File: src/rtl/stream_demux_n.sv
// stream_demux_n: 1:N valid/ready stream demultiplexer, one registered slot per output channel.
// Latency: exactly 1 cycle from input acceptance to out_valid; 1 beat/cycle/channel sustained.
// Backpressure: in_ready follows only the addressed channel's slot (out_ready feeds it
//   combinationally); out-of-range selects are always accepted, discarded and counted.
// Ports:
//   clk, rst           rising-edge clock, synchronous active-high reset
//   in_data/in_sel     beat payload and destination channel
//   in_last            end-of-packet marker (only meaningful with DEMUX_PKT_LOCK_EN)
//   in_valid/in_ready  input handshake
//   out_data           channel k at [k*WIDTH +: WIDTH]
//   out_valid/out_ready per-channel output handshake
//   drop_count         saturating count of beats dropped for out-of-range select
// Optional: define DEMUX_PKT_LOCK_EN to hold the destination for a whole packet (until in_last).
module stream_demux_n #(
  parameter int WIDTH    = 8,
  parameter int CHANNELS = 4,
  parameter int SEL_W    = 2
) (
  input  logic                      clk,
  input  logic                      rst,
  input  logic [WIDTH-1:0]          in_data,
  input  logic [SEL_W-1:0]          in_sel,
  input  logic                      in_last,
  input  logic                      in_valid,
  output logic                      in_ready,
  output logic [CHANNELS*WIDTH-1:0] out_data,
  output logic [CHANNELS-1:0]       out_valid,
  input  logic [CHANNELS-1:0]       out_ready,
  output logic [7:0]                drop_count
);
  localparam int NSEL = 1 << SEL_W;

  logic [SEL_W-1:0] sel;        // effective select
  logic             sel_ok;     // effective select names a real channel
  logic [NSEL-1:0]  valid_pad;  // per-channel flags padded to the full select range
  logic [NSEL-1:0]  ready_pad;
  logic             accept;
  logic             load;

`ifdef DEMUX_PKT_LOCK_EN
  typedef enum logic {IDLE, LOCKED} state_t;

  state_t           state, state_nxt;
  logic [SEL_W-1:0] lock_sel, lock_sel_nxt;

  always_ff @(posedge clk) begin
    if (rst) begin
      state    <= IDLE;
      lock_sel <= '0;
    end else begin
      state    <= state_nxt;
      lock_sel <= lock_sel_nxt;
    end
  end

  always_comb begin
    state_nxt    = state;
    lock_sel_nxt = lock_sel;
    case (state)
      IDLE: begin
        if (accept && !in_last) begin
          state_nxt    = LOCKED;
          lock_sel_nxt = in_sel;
        end
      end
      LOCKED: begin
        if (accept && in_last) state_nxt = IDLE;
      end
      default: state_nxt = IDLE;
    endcase
  end

  // Kept outside the FSM process so the select only depends on registered state.
  assign sel = (state == LOCKED) ? lock_sel : in_sel;
`else
  logic unused_last;
  assign unused_last = in_last;
  assign sel         = in_sel;
`endif

  assign sel_ok    = (int'(sel) < CHANNELS);
  assign valid_pad = NSEL'(out_valid);
  assign ready_pad = NSEL'(out_ready);

  // While rst is held the block presents its post-reset face: every slot empty.
  assign in_ready = rst | !sel_ok | !valid_pad[sel] | ready_pad[sel];
  assign accept   = in_valid & in_ready;
  assign load     = accept & sel_ok;

  always_ff @(posedge clk) begin
    if (rst) begin
      out_valid  <= '0;
      out_data   <= '0;
      drop_count <= '0;
    end else begin
      for (int k = 0; k < CHANNELS; k++) begin
        // A reload takes priority over a drain, giving back-to-back beats without a bubble.
        if (load && (sel == SEL_W'(k))) begin
          out_valid[k]                  <= 1'b1;
          out_data[k*WIDTH +: WIDTH]    <= in_data;
        end else if (out_ready[k]) begin
          out_valid[k]                  <= 1'b0;
        end
      end
      if (accept && !sel_ok && (drop_count != 8'hFF)) begin
        drop_count <= drop_count + 8'd1;
      end
    end
  end
endmodule

File: config.mk
export PLATFORM = sky130hd
export DESIGN_NAME = stream_demux_n
export DESIGN_NICKNAME = d
export VERILOG_FILES = /design/src/rtl/stream_demux_n.sv
export SDC_FILE = /design/constraint.sdc
export NUM_CORES = 1
export LEC_CHECK = 0
export ABC_AREA = 0
export CAP_MARGIN = 10
export CORE_MARGIN = 2
export CORE_UTILIZATION = 35
export CTS_BUF_LIST = sky130_fd_sc_hd__clkbuf_8 sky130_fd_sc_hd__clkbuf_16
export CTS_CLUSTER_DIAMETER = 100
export DETAILED_ROUTE_END_ITERATION = 12
export DONT_BUFFER_PORTS = 1
export HOLD_SLACK_MARGIN = 0.06
export SETUP_SLACK_MARGIN = 0.15
export SLEW_MARGIN = 40
export SYNTH_ARGS = -nofsm -noshare
export SYNTH_HDL_FRONTEND = slang
export SYNTH_SLANG_ARGS = --single-unit
File: constraint.sdc
create_clock -name clk -period 1.6 [get_ports clk]
set_clock_uncertainty 0.15 [all_clocks]
set_input_delay 0.24 -clock clk [delete_from_list [all_inputs] [get_ports clk]]
set_output_delay 0.24 -clock clk [all_outputs]
set_load 0.005 [all_outputs]
==> impl_metrics.py, run 1 <==
metrics = {
    "clock_network": {
        "clk_latency_ps": 280,
        "htreeDepth": 2,
        "cts.clk_slew.worst_paths_ps": 70,
        "cts_sinks": 36,
        "cts_buffers": 5,
        "clock_tree.root_cell": "clkbuf_8",
        "cts_tree": "built",
        "cts_buffer_depth": 2,
    },
    "yosys": {
        "synth_xor_area_share_pct": 0,
        "synth_top_family_by_area": "multiplexers",
        "syn_area_per_cell_sq_um": 10.9,
        "ys_seq_area_share_pct": 46.8,
        "yosys.area_share.simple_pct": 19.2,
        "synth_cells": 142,
        "synth_cell_type_count": 19,
        "synthMuxAreaShare_pct": 22.2,
        "synth_seq_cells": 36,
        "synth_compound_area_share_pct": 5.52,
        "synth_area_sq_mm": 0.00154,
        "synth-adder-area-share_pct": 0,
        "yosys_warnings": 0,
    },
    "finish": {
        "diodes": 0,
        "num-fill-cells": 421,
        "layout-drive-gt1-share_pct": 17.7,
        "nets": 175,
        "area_growth_pct": 20.0,
        "final_cell_count_no_fill": 210,
    },
    "worst_setup_path": {
        "reg2regPathDepth": 3,
        "path_max_fanout": 2,
        "worst_setup_path_start_kind": "flop",
        "worst-endpoint-required_ps": 1210,
        "path_class": "reg2out",
        "critical_path_arrival_ps": 1370,
        "endpoint_kind": "primary output",
    },
    "placement": {
        "port_buffers": 0,
        "place_hpwl_um": 2420,
        "dp_slack_ps": 64.9,
        "gp_congestion": 0.802,
        "placed_cells": 190,
    },
    "grt": {
        "track_usage_pct": 14.7,
        "grt_pass1_vias": 1122,
        "grt_max_degree": 37,
        "gr-total-overflow": 0,
        "grt_pass1_wl_um": 5520,
        "antenna_found_initial": 0,
    },
    "detailed_routing": {
        "vias_per_cell": 5.04,
        "vias": 1059,
        "ant_nets": 0,
        "drc_errors": 0,
        "firstDrtPassIters": 4,
        "routed_wl_um": 3530,
        "post_drt_wl_per_cell_um": 16.8,
        "drtIter0Drc": 31,
    },
    "sta": {
        "finalCritPeriodShare_pct": 110,
        "setup_violations": 1,
        "max_slew_margin_pct": 65.4,
        "worst_slack_ps": -156,
        "worstMarginPinSlew_ps": 519,
        "final_max_slew_viol_count": 0,
        "rsz0062_at_grt": "yes",
        "hold_viol_final": 0,
        "tns_ps": -156,
        "min_period_ps": 1760,
        "max_freq_mhz": 570,
    },
    "power": {
        "irDropWorstVdd_mv": 0.405,
        "p_per_area_mw_per_mm2": 1010,
        "p_leak_nw": 0.821,
    },
    "die": {
        "core_sq_mm": 0.00429,
        "die_area_sq_mm": 0.00495,
        "dieWidth_um": 70.4,
        "start_util_pct": 35.9,
        "dieHeight_um": 70.4,
        "io_pins": 63,
        "rows": 24,
    },
    "run_status": {
        "violations": "negative setup slack",
        "status": "finished with violations",
    },
    "worst_hold_path": {
        "hold_path.class": "in2reg",
        "whs_path_depth": 2,
    },
    "job": {
        "drv_cap": 0,
    },
}
-- path summary, 6_finish.rpt --
kind / startpoint / end / slack (ps)
worst max-delay path: out_valid[2]$_SDFFE_PP0P_ / in_ready / -160
worst min-delay path: in_sel[1] / out_valid[2]$_SDFFE_PP0P_ / 60
worst max register to register: out_valid[0]$_SDFFE_PP0P_ / out_valid[0]$_SDFFE_PP0P_ / 250
worst min register to register: out_data[16]$_SDFFE_PP0P_ / out_data[16]$_SDFFE_PP0P_ / 340
-- kinds of logic after synthesis --
| logic type | count (synthesis) |
|---|---|
| mux | 33 |
| other cells | 1 |
| flops | 36 |
| simple gates | 46 |
| buf+inv | 16 |
| compound gates | 10 |
-- synthesized netlist by cell type --
master | number | area, sq um
buf_2 | 3 | 15.0
buf_4 | 8 | 60.1
nand2b_1 | 43 | 269
clkbuf_1 | 4 | 15.0
or2_1 | 1 | 6.26
dfxtp_1 | 36 | 721
mux2i_1 | 32 | 320
o2111a_1 | 1 | 11.3
o2111ai_1 | 1 | 8.76
conb_1 | 1 | 3.75
o211ai_2 | 1 | 12.5
a21oi_1 | 4 | 20.0
nand2b_4 | 1 | 13.8
nor2b_1 | 1 | 6.26
inv_2 | 1 | 3.75
o211ai_1 | 1 | 7.51
o2111ai_2 | 1 | 15.0
o211a_1 | 1 | 10.0
mux4_2 | 1 | 22.5
-- where the power goes --
part	switching, mW	total [mW]	internal (mW)
clock	0.308	0.764	0.456
sequential	0.0271	0.953	0.926
combinational	0.0705	0.149	0.0784
total	0.406	1.87	1.46
-- cells in the final DEF (no fill, tap or decap), drive strengths merged, types with 2 or more instances in the layout --
cell,count
o211ai,2
dlygate4sd3,8
buf,8
mux2i,32
o2111ai,2
a21oi,4
inv,2
nand2b,44
conb,8
dfxtp,36
clkbuf,5
-- worst max-delay path, stage by stage (launching register included) --
cell and delay [ps]:
dfxtp_4 370, nand2b_4 50, mux4_2 430, or2_1 230
-- sequential cells by signal (all words and copies together), names as in the netlist --
register	flops
out_data	32
out_valid	4
-- cell type report --
cell class	count	area (sq um)	share of cell area [%]
multi-input cells	97	802	43.4
flip-flops and latches	36	733	39.6
repair buffers	16	138	7.44
clock buffers	5	68.8	3.72
well taps	52	65.1	3.52
clock inverters	3	38.8	2.10
inverters	1	3.75	0.203
-- per-stage QoR --
| stage | hold slack, ps | util (%) | total power [mW] | cell area (sq um) |
|---|---|---|---|---|
| after global routing | 68.5 | 43.1 | 1.96 | 1850 |
| after CTS | 71.7 | 41.8 | 1.89 | 1800 |
| final | 59.2 | 43.1 | 1.87 | 1850 |
| after detailed placement | 157 | 37.1 | 1.09 | 1590 |
| after floorplan | 285 | - | 1.09 | 1590 |
| after global placement | 157 | 37.1 | 1.08 | 1590 |
-- metal layers --
layer | vias up | GRT usage (%) | routed length [um]
met2 | 41 | 24.5 | 1780
met5 | - | 0 | 0
met1 | 517 | 15.8 | 1440
met3 | 4 | 6.78 | 272
met4 | 0 | 6.62 | 34
li1 | 497 | - | -
-- repair_timing --
item                       4_1_cts  5_1_grt
setup endpoints to repair        1        9
gates resized for setup          3        5
buffers inserted                 3        0
pin swaps                        1        0
hold buffers                     6        3
hold endpoints to repair        36        5
Note: power is estimated with default switching activity, not from simulation.
==> run 2: changes to the inputs <==
- CTS_BUF_LIST: sky130_fd_sc_hd__clkbuf_8 sky130_fd_sc_hd__clkbuf_16 -> unset
==> impl_metrics.py, run 2 (same netlist as run 1, synthesis figures left out) <==
metrics = {
    "run_status": {
        "status": "finished with violations",
        "violations": "negative setup slack",
    },
    "sta": {
        "finalCritPeriodShare_pct": 110,
        "rsz0062_at_grt": "yes",
        "tns_ps": -156,
        "max_freq_mhz": 570,
        "max_slew_margin_pct": 65.4,
        "hold_slack_ps": 59.5,
        "worst_slack_ps": -156,
        "worstMarginPinSlew_ps": 519,
        "setup_violations": 1,
        "final_max_slew_viol_count": 0,
        "hold_viol_final": 0,
        "min_period_ps": 1760,
    },
    "detailed_routing": {
        "drc_errors": 0,
        "drtIter0Drc": 31,
        "post_drt_wl_per_cell_um": 16.8,
        "routed_wl_um": 3530,
        "vias": 1059,
        "ant_nets": 0,
        "vias_per_cell": 5.04,
        "firstDrtPassIters": 4,
    },
    "placement": {
        "dp_slack_ps": 64.9,
        "place_hpwl_um": 2420,
        "port_buffers": 0,
        "gp_congestion": 0.802,
    },
    "power": {
        "irDropWorstVdd_mv": 0.408,
        "p_leak_nw": 0.817,
        "total_power_mw": 1.87,
        "p_per_area_mw_per_mm2": 1010,
    },
    "worst_hold_path": {
        "holdPathEnd": "out_valid[2]$_SDFFE_PP0P_",
        "whs_path_depth": 2,
        "hold_path.class": "in2reg",
        "min-delay-start": "in_sel[1]",
    },
    "grt": {
        "grt_max_degree": 37,
        "antenna_found_initial": 0,
        "grt_pass1_vias": 1122,
        "track_usage_pct": 14.7,
        "grt_pass1_wl_um": 5520,
        "gr-total-overflow": 0,
    },
    "finish": {
        "regMostFlops": "out_data",
        "layout-drive-gt1-share_pct": 17.7,
        "final_cell_mix": "nand2b_1 (40), mux2i_1 (32), dfxtp_1 (32), conb_1 (8), dlygate4sd3_1 (8)",
        "final_common_cell": "nand2b_1",
        "area_growth_pct": 20.0,
        "largest_reg_flops": 32,
        "reg_top3": "out_data (32), out_valid (4)",
        "diodes": 0,
        "final_util_pct": 43.1,
        "nets": 175,
    },
    "clock_network": {
        "cts_buffer_depth": 2,
        "cts_tree": "built",
        "clock_tree.root_cell": "clkbuf_8",
        "clk_latency_ps": 280,
        "cts.clk_slew.worst_paths_ps": 70,
        "htreeDepth": 2,
        "cts_sinks": 36,
        "cts_buffers": 5,
    },
    "die": {
        "die_area_sq_mm": 0.00495,
        "core_sq_mm": 0.00429,
        "dieWidth_um": 70.4,
        "dieHeight_um": 70.4,
        "rows": 24,
        "io_pins": 63,
        "start_util_pct": 35.9,
    },
    "worst_setup_path": {
        "critical_path_arrival_ps": 1370,
        "path_max_fanout": 2,
        "endpoint_kind": "primary output",
        "worst-endpoint-required_ps": 1210,
        "path_class": "reg2out",
        "worst_setup_path_start_kind": "flop",
        "r2r_start": "out_valid[0]$_SDFFE_PP0P_",
        "reg2regPathDepth": 3,
        "r2r-end": "out_valid[0]$_SDFFE_PP0P_",
        "rrSetupSlack_ps": 250,
    },
    "job": {
        "drv_cap": 0,
    },
}
-- run 2: cell types whose count changed in the layout (fill, tap and decap cells not counted) --
cell      before  now
clkbuf_1       0    1
inv_1          1    0
-- run 2: final cells by class --
cell class | count | area, sq um
clock buffer | 6 | 72.6
clock inverter | 2 | 35.0
fill | 421 | 2440
inverter | 1 | 3.75
multi-input combinational | 97 | 802
sequential | 36 | 733
tap | 52 | 65.1
timing repair buffer | 16 | 138
-- run 2: timing repair --
item	in CTS	in global routing
hold endpoints to repair	36	5
gates cloned	0	0
buffers inserted	3	0
gates resized for setup	3	5
setup endpoints to repair	1	9
pin swaps	1	0
hold buffers	6	3
-- run 2: worst max-delay path: stages, from the launching register on --
cell	delay, ps
dfxtp_4	360
nand2b_4	50
mux4_2	440
or2_1	230
-- run 2: power breakdown --
| part | internal [mW] | total, mW | leakage [nW] | switching (mW) |
|---|---|---|---|---|
| Combinational | 0.0784 | 0.149 | 0.466 | 0.0705 |
| Clock | 0.462 | 0.770 | 0.0552 | 0.308 |
| Sequential | 0.926 | 0.953 | 0.295 | 0.0271 |
| Total | 1.47 | 1.87 | 0.817 | 0.405 |
-- run 2: worst max-delay path by stage --
stage                              startpoint  endpoint  slack (ps)
floorplan           out_valid[3]$_SDFFE_PP0P_  in_ready         140
global placement    out_valid[0]$_SDFFE_PP0P_  in_ready          90
detailed placement  out_valid[0]$_SDFFE_PP0P_  in_ready          60
CTS                 out_valid[1]$_SDFFE_PP0P_  in_ready        -180
global route        out_valid[2]$_SDFFE_PP0P_  in_ready        -200
finish              out_valid[1]$_SDFFE_PP0P_  in_ready        -160
-- run 2: stage by stage --
step | std cells | area, sq um
2_1_floorplan | 149 | 1590
3_3_place_gp | 190 | 1590
3_5_place_dp | 190 | 1590
4_1_cts | 207 | 1800
5_1_grt | 210 | 1850
6_report | 210 | 1850
-- run 2: metal layers --
| layer | global-route usage (%) | routed length (um) | up-vias |
|---|---|---|---|
| li1 | - | - | 497 |
| met3 | 6.78 | 272 | 4 |
| met5 | 0 | 0 | - |
| met4 | 6.62 | 34 | 0 |
| met2 | 24.5 | 1780 | 41 |
| met1 | 15.8 | 1440 | 517 |
